File: src/rtl/fetch_pkg.sv
// Shared types and constants for the instruction fetch front end.
package fetch_pkg;
  localparam int          XLEN       = 32;
  localparam int          INSN_BYTES = 4;
  localparam logic [31:0] NOP_INSN   = 32'h00000013;

  typedef struct packed {
    logic [XLEN-1:0] pc;
    logic [XLEN-1:0] insn;
  } fetch_entry_t;

  function automatic logic [XLEN-1:0] align_pc(input logic [XLEN-1:0] a);
    return {a[XLEN-1:2], 2'b00};
  endfunction
endpackage

File: src/rtl/fetch_fifo.sv
// Prefetch FIFO: shift-register storage so the head is always a register output.
// Push and pop may coincide at any occupancy; flush empties it and wins over a push.
module fetch_fifo
  import fetch_pkg::*;
#(
  parameter int              DEPTH    = 2,
  parameter logic [XLEN-1:0] RESET_PC = '0,
  localparam int             CW       = $clog2(DEPTH + 1)
) (
  input  logic         clk_i,
  input  logic         rst_ni,
  input  logic         push_i,
  input  fetch_entry_t push_dat_i,
  input  logic         pop_i,
  input  logic         flush_i,
  output fetch_entry_t head_o,
  output logic [CW-1:0] count_o
);
  fetch_entry_t  mem_q [DEPTH];
  fetch_entry_t  mem_d [DEPTH];
  logic [CW-1:0] count_q, count_d;
  logic [CW-1:0] wr_idx;

  always_comb begin
    mem_d = mem_q;
    if (pop_i) begin
      for (int i = 0; i < DEPTH - 1; i++) mem_d[i] = mem_q[i+1];
    end
    // Write slot is computed after the shift so a full FIFO can push and pop together.
    wr_idx = count_q - CW'(pop_i);
    for (int i = 0; i < DEPTH; i++) begin
      if (push_i && wr_idx == CW'(i)) mem_d[i] = push_dat_i;
    end
    count_d = flush_i ? '0 : count_q + CW'(push_i) - CW'(pop_i);
  end

  always_ff @(posedge clk_i) begin
    if (!rst_ni) begin
      for (int i = 0; i < DEPTH; i++) mem_q[i] <= '{pc: RESET_PC, insn: NOP_INSN};
      count_q <= '0;
    end else begin
      mem_q   <= mem_d;
      count_q <= count_d;
    end
  end

  assign head_o  = mem_q[0];
  assign count_o = count_q;

  a_no_overflow: assert property (@(posedge clk_i) disable iff (!rst_ni)
    !(push_i && !pop_i && count_q == CW'(DEPTH)));
endmodule

File: src/rtl/fetch_unit.sv
// Fetch front end: owns the PC, issues credit-limited in-order requests, drops stale responses.
// Optional FETCH_PERF_EN adds perf_fetched / perf_stall counters.
module fetch_unit
  import fetch_pkg::*;
#(
  parameter logic [31:0] RESET_PC = 32'h00000000,
  parameter int          DEPTH    = 2
) (
  input  logic        clk,
  input  logic        reset,
  output logic        imem_req_valid,
  input  logic        imem_req_ready,
  output logic [31:0] imem_req_addr,
  input  logic        imem_rsp_valid,
  input  logic [31:0] imem_rsp_data,
  input  logic        redirect_valid,
  input  logic [31:0] redirect_pc,
  output logic        inst_valid,
  input  logic        inst_ready,
  output logic [31:0] inst_pc,
`ifdef FETCH_PERF_EN
  output logic [31:0] perf_fetched,
  output logic [31:0] perf_stall,
`endif
  output logic [31:0] inst_data
);
  localparam int          CW      = $clog2(DEPTH + 1);
  localparam logic [CW:0] DEPTH_C = (CW + 1)'(DEPTH);

  logic [31:0]   pc_q, pc_d, rsp_pc_q, rsp_pc_d;
  logic [CW-1:0] out_q, out_d, drop_q, drop_d;
  logic [CW-1:0] fifo_cnt;
  logic [CW:0]   credit_used;
  logic          req_fire, rsp_fire, push, pop;
  fetch_entry_t  head;

  // Credits cover both in-flight requests and buffered words, so the FIFO cannot overflow.
  assign credit_used    = {1'b0, out_q} + {1'b0, fifo_cnt};
  assign imem_req_valid = reset && !redirect_valid && (credit_used < DEPTH_C);
  assign imem_req_addr  = pc_q;
  assign req_fire       = imem_req_valid && imem_req_ready;

  assign rsp_fire = reset && imem_rsp_valid;
  assign push     = rsp_fire && !redirect_valid && (drop_q == '0);

  assign inst_valid = reset && (fifo_cnt != '0);
  assign inst_pc    = head.pc;
  assign inst_data  = head.insn;
  assign pop        = inst_valid && inst_ready;

  always_comb begin
    out_d = out_q + CW'(req_fire) - CW'(rsp_fire);
    if (redirect_valid) begin
      // Everything still in flight after this cycle belongs to the old path.
      drop_d   = out_d;
      pc_d     = align_pc(redirect_pc);
      rsp_pc_d = align_pc(redirect_pc);
    end else begin
      drop_d   = (rsp_fire && drop_q != '0) ? drop_q - CW'(1) : drop_q;
      pc_d     = req_fire ? pc_q + 32'(INSN_BYTES) : pc_q;
      rsp_pc_d = push ? rsp_pc_q + 32'(INSN_BYTES) : rsp_pc_q;
    end
  end

  always_ff @(posedge clk) begin
    if (!reset) begin
      pc_q     <= RESET_PC;
      rsp_pc_q <= RESET_PC;
      out_q    <= '0;
      drop_q   <= '0;
    end else begin
      pc_q     <= pc_d;
      rsp_pc_q <= rsp_pc_d;
      out_q    <= out_d;
      drop_q   <= drop_d;
    end
  end

  fetch_fifo #(
    .DEPTH   (DEPTH),
    .RESET_PC(RESET_PC)
  ) u_fifo (
    .clk_i     (clk),
    .rst_ni    (reset),
    .push_i    (push),
    .push_dat_i('{pc: rsp_pc_q, insn: imem_rsp_data}),
    .pop_i     (pop),
    .flush_i   (redirect_valid),
    .head_o    (head),
    .count_o   (fifo_cnt)
  );

`ifdef FETCH_PERF_EN
  logic [31:0] perf_fetched_q, perf_stall_q;

  always_ff @(posedge clk) begin
    if (!reset) begin
      perf_fetched_q <= '0;
      perf_stall_q   <= '0;
    end else begin
      if (push) perf_fetched_q <= perf_fetched_q + 32'd1;
      if (inst_ready && !inst_valid) perf_stall_q <= perf_stall_q + 32'd1;
    end
  end

  assign perf_fetched = perf_fetched_q;
  assign perf_stall   = perf_stall_q;
`endif
endmodule

File: config.mk
export PLATFORM = sky130hd
export DESIGN_NAME = fetch_unit
export DESIGN_NICKNAME = d
export VERILOG_FILES = /design/src/rtl/fetch_pkg.sv /design/src/rtl/fetch_fifo.sv /design/src/rtl/fetch_unit.sv
export SDC_FILE = /design/constraint.sdc
export NUM_CORES = 1
export LEC_CHECK = 0
export CAP_MARGIN = 40
export CORE_UTILIZATION = 47
export CTS_CLUSTER_DIAMETER = 200
export DETAILED_ROUTE_END_ITERATION = 10
export HOLD_SLACK_MARGIN = 0.12
export PLACE_DENSITY = 0.79
export SLEW_MARGIN = 20
export SYNTH_ARGS = -nofsm -noshare
export SYNTH_HDL_FRONTEND = slang
export SYNTH_SLANG_ARGS = --single-unit
File: constraint.sdc
create_clock -name clk -period 2.8 [get_ports clk]
set_input_delay 0.7 -clock clk [delete_from_list [all_inputs] [get_ports clk]]
set_output_delay 0.7 -clock clk [all_outputs]
set_load 0.05 [all_outputs]
==> results of run 1 <==
## power by group through the flow
stage / combinational, mW / clock [mW] / sequential [mW]
6_report: 1.02 / 2.43 / 2.97
2_1_floorplan: 0.625 / 0 / 3.09
3_5_place_dp: 1.01 / 0 / 3.03
5_1_grt: 1.09 / 2.60 / 2.99
4_1_cts: 1.02 / 2.47 / 2.97
3_3_place_gp: 1.00 / 0 / 3.02
## layer usage
metal / track usage, % / share of wire (%)
met5: 0 / 0
met4: 6.48 / 1.4
met3: 5.02 / 7.4
met2: 34.7 / 45
met1: 31.4 / 46
## through the flow
stage | setup WS [ps] | power, mW | instances | instance area [um2]
CTS | 62.9 | 6.46 | 1412 | 10800
floorplan | -15.3 | 3.71 | 1100 | 8750
detailed placement | -36.0 | 4.04 | 1381 | 10200
global placement | 70.5 | 4.03 | 1381 | 10200
global route | 12.5 | 6.68 | 1412 | 10800
finish | 92.5 | 6.42 | 1412 | 10800
## cell type report
class / instances / area, um2
clock buffer: 19 / 453
clock inverter: 12 / 136
fill: 1590 / 7240
inverter: 20 / 76.3
multi-input combinational: 751 / 4080
sequential: 190 / 3800
tap: 229 / 287
timing repair buffer: 191 / 1950
## cells by family after synthesis
logic type      synth area share [%]
compound gates                  15.6
xor+xnor                        6.04
fa+ha+maj                       1.24
buf+inv                         9.94
flops                           43.7
mux                            0.245
other cells                   0.0431
simple gates                    23.2
## worst max-delay path, stage by stage
cell	delay, ps
clkdlybuf4s50_1	520
buf_4	210
inv_2	70
nand2_1	80
nor3_2	250
buf_12	180
## cell usage after synthesis (7+ instances only)
master / count / area (um2)
xor2_1: 21 / 184
nor2_1: 80 / 300
nor3_1: 17 / 85.1
buf_2: 9 / 45.0
nor4_1: 10 / 62.6
a21boi_0: 16 / 120
nand4_1: 19 / 119
buf_4: 66 / 495
inv_1: 18 / 67.6
xnor2_1: 39 / 342
ha_1: 7 / 87.6
clkbuf_1: 61 / 229
o21ai_0: 34 / 170
a21oi_1: 100 / 500
and4_1: 7 / 61.3
a311oi_1: 59 / 517
dfxtp_1: 190 / 3800
nand2_1: 278 / 1040
nand3_1: 23 / 115
## state kept, by name (all words and copies together), names as in the netlist
| signal | flops |
|---|---|
| u_fifo.count_o | 2 |
| u_fifo.mem_q | 62 |
| u_fifo.head_o | 62 |
| out_q | 2 |
| rsp_pc_q | 30 |
| imem_req_addr | 30 |
| drop_q | 2 |
## final timing paths
check | endpoint | slack, ps | cells past startpoint
max | imem_req_valid | 90 | 6
min | u_fifo.mem_q[9]$_SDFFE_PN0P_ | 450 | 2
max reg2reg | imem_req_addr[16]$_SDFFE_PN0P_ | 120 | 8
min reg2reg | u_fifo.mem_q[9]$_SDFFE_PN0P_ | 450 | 2
==> run_results.csv, run 1 <==
group,metric,value,unit
setup_path,worst-endpoint-required,2100,ps
global_routing,grt_antenna_before_repair,0,
global_routing,grt_pass1_vias,7035,
logic_synthesis,avgSynthCellArea,7.93,um2
final_layout,final_net_count,1249,
final_layout,mostFrequentLayoutCell,"nand2_1",
logic_synthesis,syn-instance-count,1097,
clock_network,cts_tree,"done",
global_routing,grt_start_max_net_pins,88,
sta,final.min_clock_period,2710,ps
sta,max_slew_margin,49.1,%
clock_network,clock-root-buffer,"clkbuf_16",
worst_hold_path,hold_start,"u_fifo.mem_q[9]$_SDFFE_PN0P_",
routing,dr.pass1.iters,7,
clock_network,clock-sinks,190,
die,core_outline_area,0.0180,mm2
placement,place_congestion,0.878,
clock_network,number_of_clock_buffers_inserted_by_tritoncts,17,
final_layout,n_antenna_cell,0,
clock_network,cts_htree_levels,4,
die,fp-row-count,49,
setup_path,timing_worst_setup_path_type,"in -> out",
logic_synthesis,postSynth.asyncResetShare,0,%
pwr,intPower,4.59,mW
worst_hold_path,min-delay-path-class,"reg -> reg",
sta,timing.hold.ws,454,ps
setup_path,endpoint_kind,"output port",
pwr,switching_power,1.83,mW
pwr,pwr-share-clk,37.8,%
routing,drt_first_iter_violations,609,
global_routing,globalRouteOverflowTotal,0,
logic_synthesis,postSynthRegisterBits,190,
sta,setup-violations-final,0,
pwr,power_density,595,mW/mm2
sta,setup_tns,0,ps
placement,place.detailed.hpwl,14300,um
clock_network,cts.reportedPaths.clkPinSlew,60,ps
routing,routed_via_density,5.47,
logic_synthesis,number_of_synthesized_flops_with_an_enable_pin,0,
sta,worstMarginPinSlew,764,ps
logic_synthesis,post_syn_area,0.00870,mm2
routing,routed-via-count,7727,
final_layout,fin_util,59.8,%
clock_network,clk_latency,430,ps
sta,timing.final.crit_share,96.7,%
job,timing.max_cap.violations,0,
logic_synthesis,synth_flop_cell,"dfxtp_1",
logic_synthesis,synth.yosys.warnings,0,
clock_network,post_cts_hold_buffer_count,0,
setup_path,arrival,2010,ps
global_routing,grtUsageTotal,22.5,%
final_layout,post_route_cells_drive_above_1_share,7.19,%
setup_path,critPathLaunch,"redirect_valid",
global_routing,grt_pass1_wl,35200,um
setup_path,setup.worst_path.start_class,"input pin",
clock_network,cts_max_path_buffers,2,
pwr,vdd.ir_drop.worst,0.000464,V
routing,ant_nets,0,
setup_path,rr_startpoint,"out_q[0]$_SDFF_PN0_",
sta,grt_setup_unrepaired,"no",
pwr,share_seq_of_total_power,46.3,%
die,die_height,138,um
pwr,total_leakage_power,3.68,nW
final_layout,layout_common_cells,"nand2_1 (278), dfxtp_1 (190), clkdlybuf4s50_1 (158)",
sta,timing_max_transition_violations_final,0,
pwr,comb_power_share,15.9,%
sta,fmaxAchievable,369,MHz
pwr,sw_frac_of_total,28.5,%
outcome,outcome,"completed",
clock_network,post_cts.resized_instances,0,
logic_synthesis,ys_seq_area_share,43.7,%
die,start_util,48.3,%
sta,hold_violations,0,
logic_synthesis,synth.lib_cells_used.distinct,48,
clock_network,cts_setup_buffers,0,
die,io-pin-count,168,
die,design.die.area,0.0191,mm2
routing,detail_route.wl_per_cell,15.3,um
die,floorplan.die.width,138,um
setup_path,path_max_fanout,6,
final_layout,syn2layout_area_growth,24.0,%
routing,number_of_remaining_drc_errors,0,
placement,place.port_buffers,161,
sta,clk_skew,9.78,ps
routing,drt-total-wl,21600,um
No activity file was read; power rests on OpenSTA's default activity.
==> run 2: changes to the inputs <==
--- a/config.mk
+++ b/config.mk
@@ -6,11 +6,11 @@
 export NUM_CORES = 1
 export LEC_CHECK = 0
 export CAP_MARGIN = 40
-export CORE_UTILIZATION = 47
+export CORE_UTILIZATION = 35
 export CTS_CLUSTER_DIAMETER = 200
 export DETAILED_ROUTE_END_ITERATION = 10
 export HOLD_SLACK_MARGIN = 0.12
-export PLACE_DENSITY = 0.79
+export PLACE_DENSITY = 0.63
 export SLEW_MARGIN = 20
 export SYNTH_ARGS = -nofsm -noshare
 export SYNTH_HDL_FRONTEND = slang
==> run_results.csv, run 2 (same netlist as run 1, synthesis figures left out) <==
group,metric,value,unit
outcome,outcome,"completed",
clock_network,cts_tree,"done",
worst_hold_path,min-delay-path-class,"reg -> reg",
routing,detail_route.wl_per_cell,15.3,um
sta,final.min_clock_period,2670,ps
sta,timing_max_transition_violations_final,0,
global_routing,grt_start_max_net_pins,107,
sta,grt_setup_unrepaired,"no",
die,io-pin-count,168,
placement,place.detailed.hpwl,15400,um
worst_hold_path,hold_start,"u_fifo.mem_q[8]$_SDFFE_PN0P_",
global_routing,grt_pass1_wl,37800,um
global_routing,globalRouteOverflowTotal,0,
die,die_height,160,um
sta,fmaxAchievable,375,MHz
die,floorplan.die.width,160,um
sta,worstMarginPinSlew,750,ps
die,fp-row-count,57,
setup_path,r2r_cells,8,
routing,routed-via-count,7555,
setup_path,timing_worst_setup_path_type,"reg -> out",
die,start_util,35.8,%
clock_network,clock-sinks,190,
sta,hold_violations,0,
job,timing.max_cap.violations,0,
placement,place.port_buffers,161,
pwr,total_leakage_power,3.71,nW
global_routing,grt_pass1_vias,7145,
sta,max_slew_margin,50.0,%
clock_network,cts.reportedPaths.clkPinSlew,70,ps
clock_network,clk_latency,440,ps
pwr,vdd.ir_drop.worst,0.000286,V
clock_network,cts_htree_levels,4,
setup_path,r2r_slack,160,ps
die,design.die.area,0.0255,mm2
global_routing,grtUsageTotal,18.4,%
final_layout,mostFrequentLayoutCell,"nand2_1",
setup_path,arrival,1970,ps
die,core_outline_area,0.0243,mm2
routing,number_of_remaining_drc_errors,0,
routing,ant_nets,0,
setup_path,critical_path.reg2reg.endpoint,"imem_req_addr[16]$_SDFFE_PN0P_",
placement,preCtsSetupSlack,-82.4,ps
pwr,power_density,593,mW/mm2
clock_network,number_of_clock_buffers_inserted_by_tritoncts,17,
routing,drt-total-wl,23100,um
sta,timing.final.crit_share,95.3,%
sta,timing.hold.ws,454,ps
final_layout,syn2layout_area_growth,26.1,%
setup_path,rr_startpoint,"u_fifo.count_o[0]$_SDFF_PP0_",
routing,drt_first_iter_violations,480,
setup_path,endpoint_kind,"output port",
routing,dr.pass1.iters,5,
setup_path,setup.worst_path.start_class,"flip-flop",
placement,place_congestion,0.807,
final_layout,layout_common_cells,"nand2_1 (278), dfxtp_1 (190), clkdlybuf4s50_1 (158)",
clock_network,cts_max_path_buffers,2,
final_layout,post_route_cells_drive_above_1_share,7.50,%
sta,clk_skew,14.4,ps
sta,setup_slack,132,ps
final_layout,n_antenna_cell,0,
global_routing,grt_antenna_before_repair,0,
clock_network,clock-root-buffer,"clkbuf_16",
clock_network,post_cts_hold_buffer_count,0,
worst_hold_path,timing.hold.worst_path_depth,2,
setup_path,worst-endpoint-required,2100,ps
setup_path,path_max_fanout,4,
routing,routed_via_density,5.00,
sta,setup-violations-final,0,
final_layout,final_net_count,1252,
worst_hold_path,holdPathEnd,"u_fifo.mem_q[8]$_SDFFE_PN0P_",
run 2: cell types whose count changed in the layout (fill, tap and decap cells not counted), sizes merged:
cell      change
inv           +3
clkinv        -1
buf           +3
clkinvlp      -1
run 2: worst max-delay path, cell delays in order (launching register included):
cell,delay [ps]
dfxtp_1,380
and2_1,160
fa_1,470
nor3_2,350
buf_12,180
run 2: cell type report:
type                    count  area (um2)
clock buffers              19         453
well taps                 324         405
repair buffers            194        1990
flip-flops and latches    190        3800
multi-input cells         751        4090
fillers                  2318       13400
inverters                  20        76.3
clock inverters            13         151
run 2: repair_timing:
action	4_1_cts	5_1_grt
setup buffers	0	0
endpoints found under the hold margin	0	0
endpoints found under the setup margin	0	2
gates resized for setup	0	2
run 2: how the worst max path moves through the flow:
stage,startpoint,endpoint,slack [ps],cells after the start
floorplan,reset,u_fifo.head_o[1]$_SDFFE_PN1P_,-20,12
global placement,imem_req_ready,imem_req_addr[16]$_SDFFE_PN0P_,-70,7
detailed placement,imem_req_ready,drop_q[1]$_SDFFE_PN0P_,-80,11
CTS,u_fifo.count_o[0]$_SDFF_PP0_,drop_q[1]$_SDFFE_PN0P_,60,12
global route,u_fifo.count_o[0]$_SDFF_PP0_,drop_q[1]$_SDFFE_PN0P_,10,12
finish,u_fifo.count_o[0]$_SDFF_PP0_,imem_req_valid,130,4
run 2: where the power goes:
part	internal, mW	switching (mW)
registers	2.83	0.137
logic	0.402	0.637
clock network	1.39	1.11
total	4.62	1.89
run 2: per-stage QoR:
stage	total power [mW]	TNS, ps	cell area, um2	cells	util [%]
floorplan	3.71	-30.6	8750	1100	-
detailed placement	4.06	-239	10300	1479	42.5
CTS	6.57	0	10900	1511	45.0
global placement	4.05	-244	10300	1479	42.5
global route	6.79	0	11000	1511	45.1
finish	6.51	0	11000	1511	45.1
run 2: layer usage:
metal	routed length [um]	track usage, %
met1	11200	25.9
met2	10200	28.2
met3	1320	3.90
met4	298	4.98
met5	0	0
==> run 3: changes to the inputs <==
--- a/config.mk
+++ b/config.mk
@@ -5,9 +5,9 @@
 export SDC_FILE = /design/constraint.sdc
 export NUM_CORES = 1
 export LEC_CHECK = 0
-export CAP_MARGIN = 40
 export CORE_UTILIZATION = 35
 export CTS_CLUSTER_DIAMETER = 200
+export CTS_CLUSTER_SIZE = 20
 export DETAILED_ROUTE_END_ITERATION = 10
 export HOLD_SLACK_MARGIN = 0.12
 export PLACE_DENSITY = 0.63
==> results of run 3 <==
Final layout, timing and power as in run 2 (identical DEF).
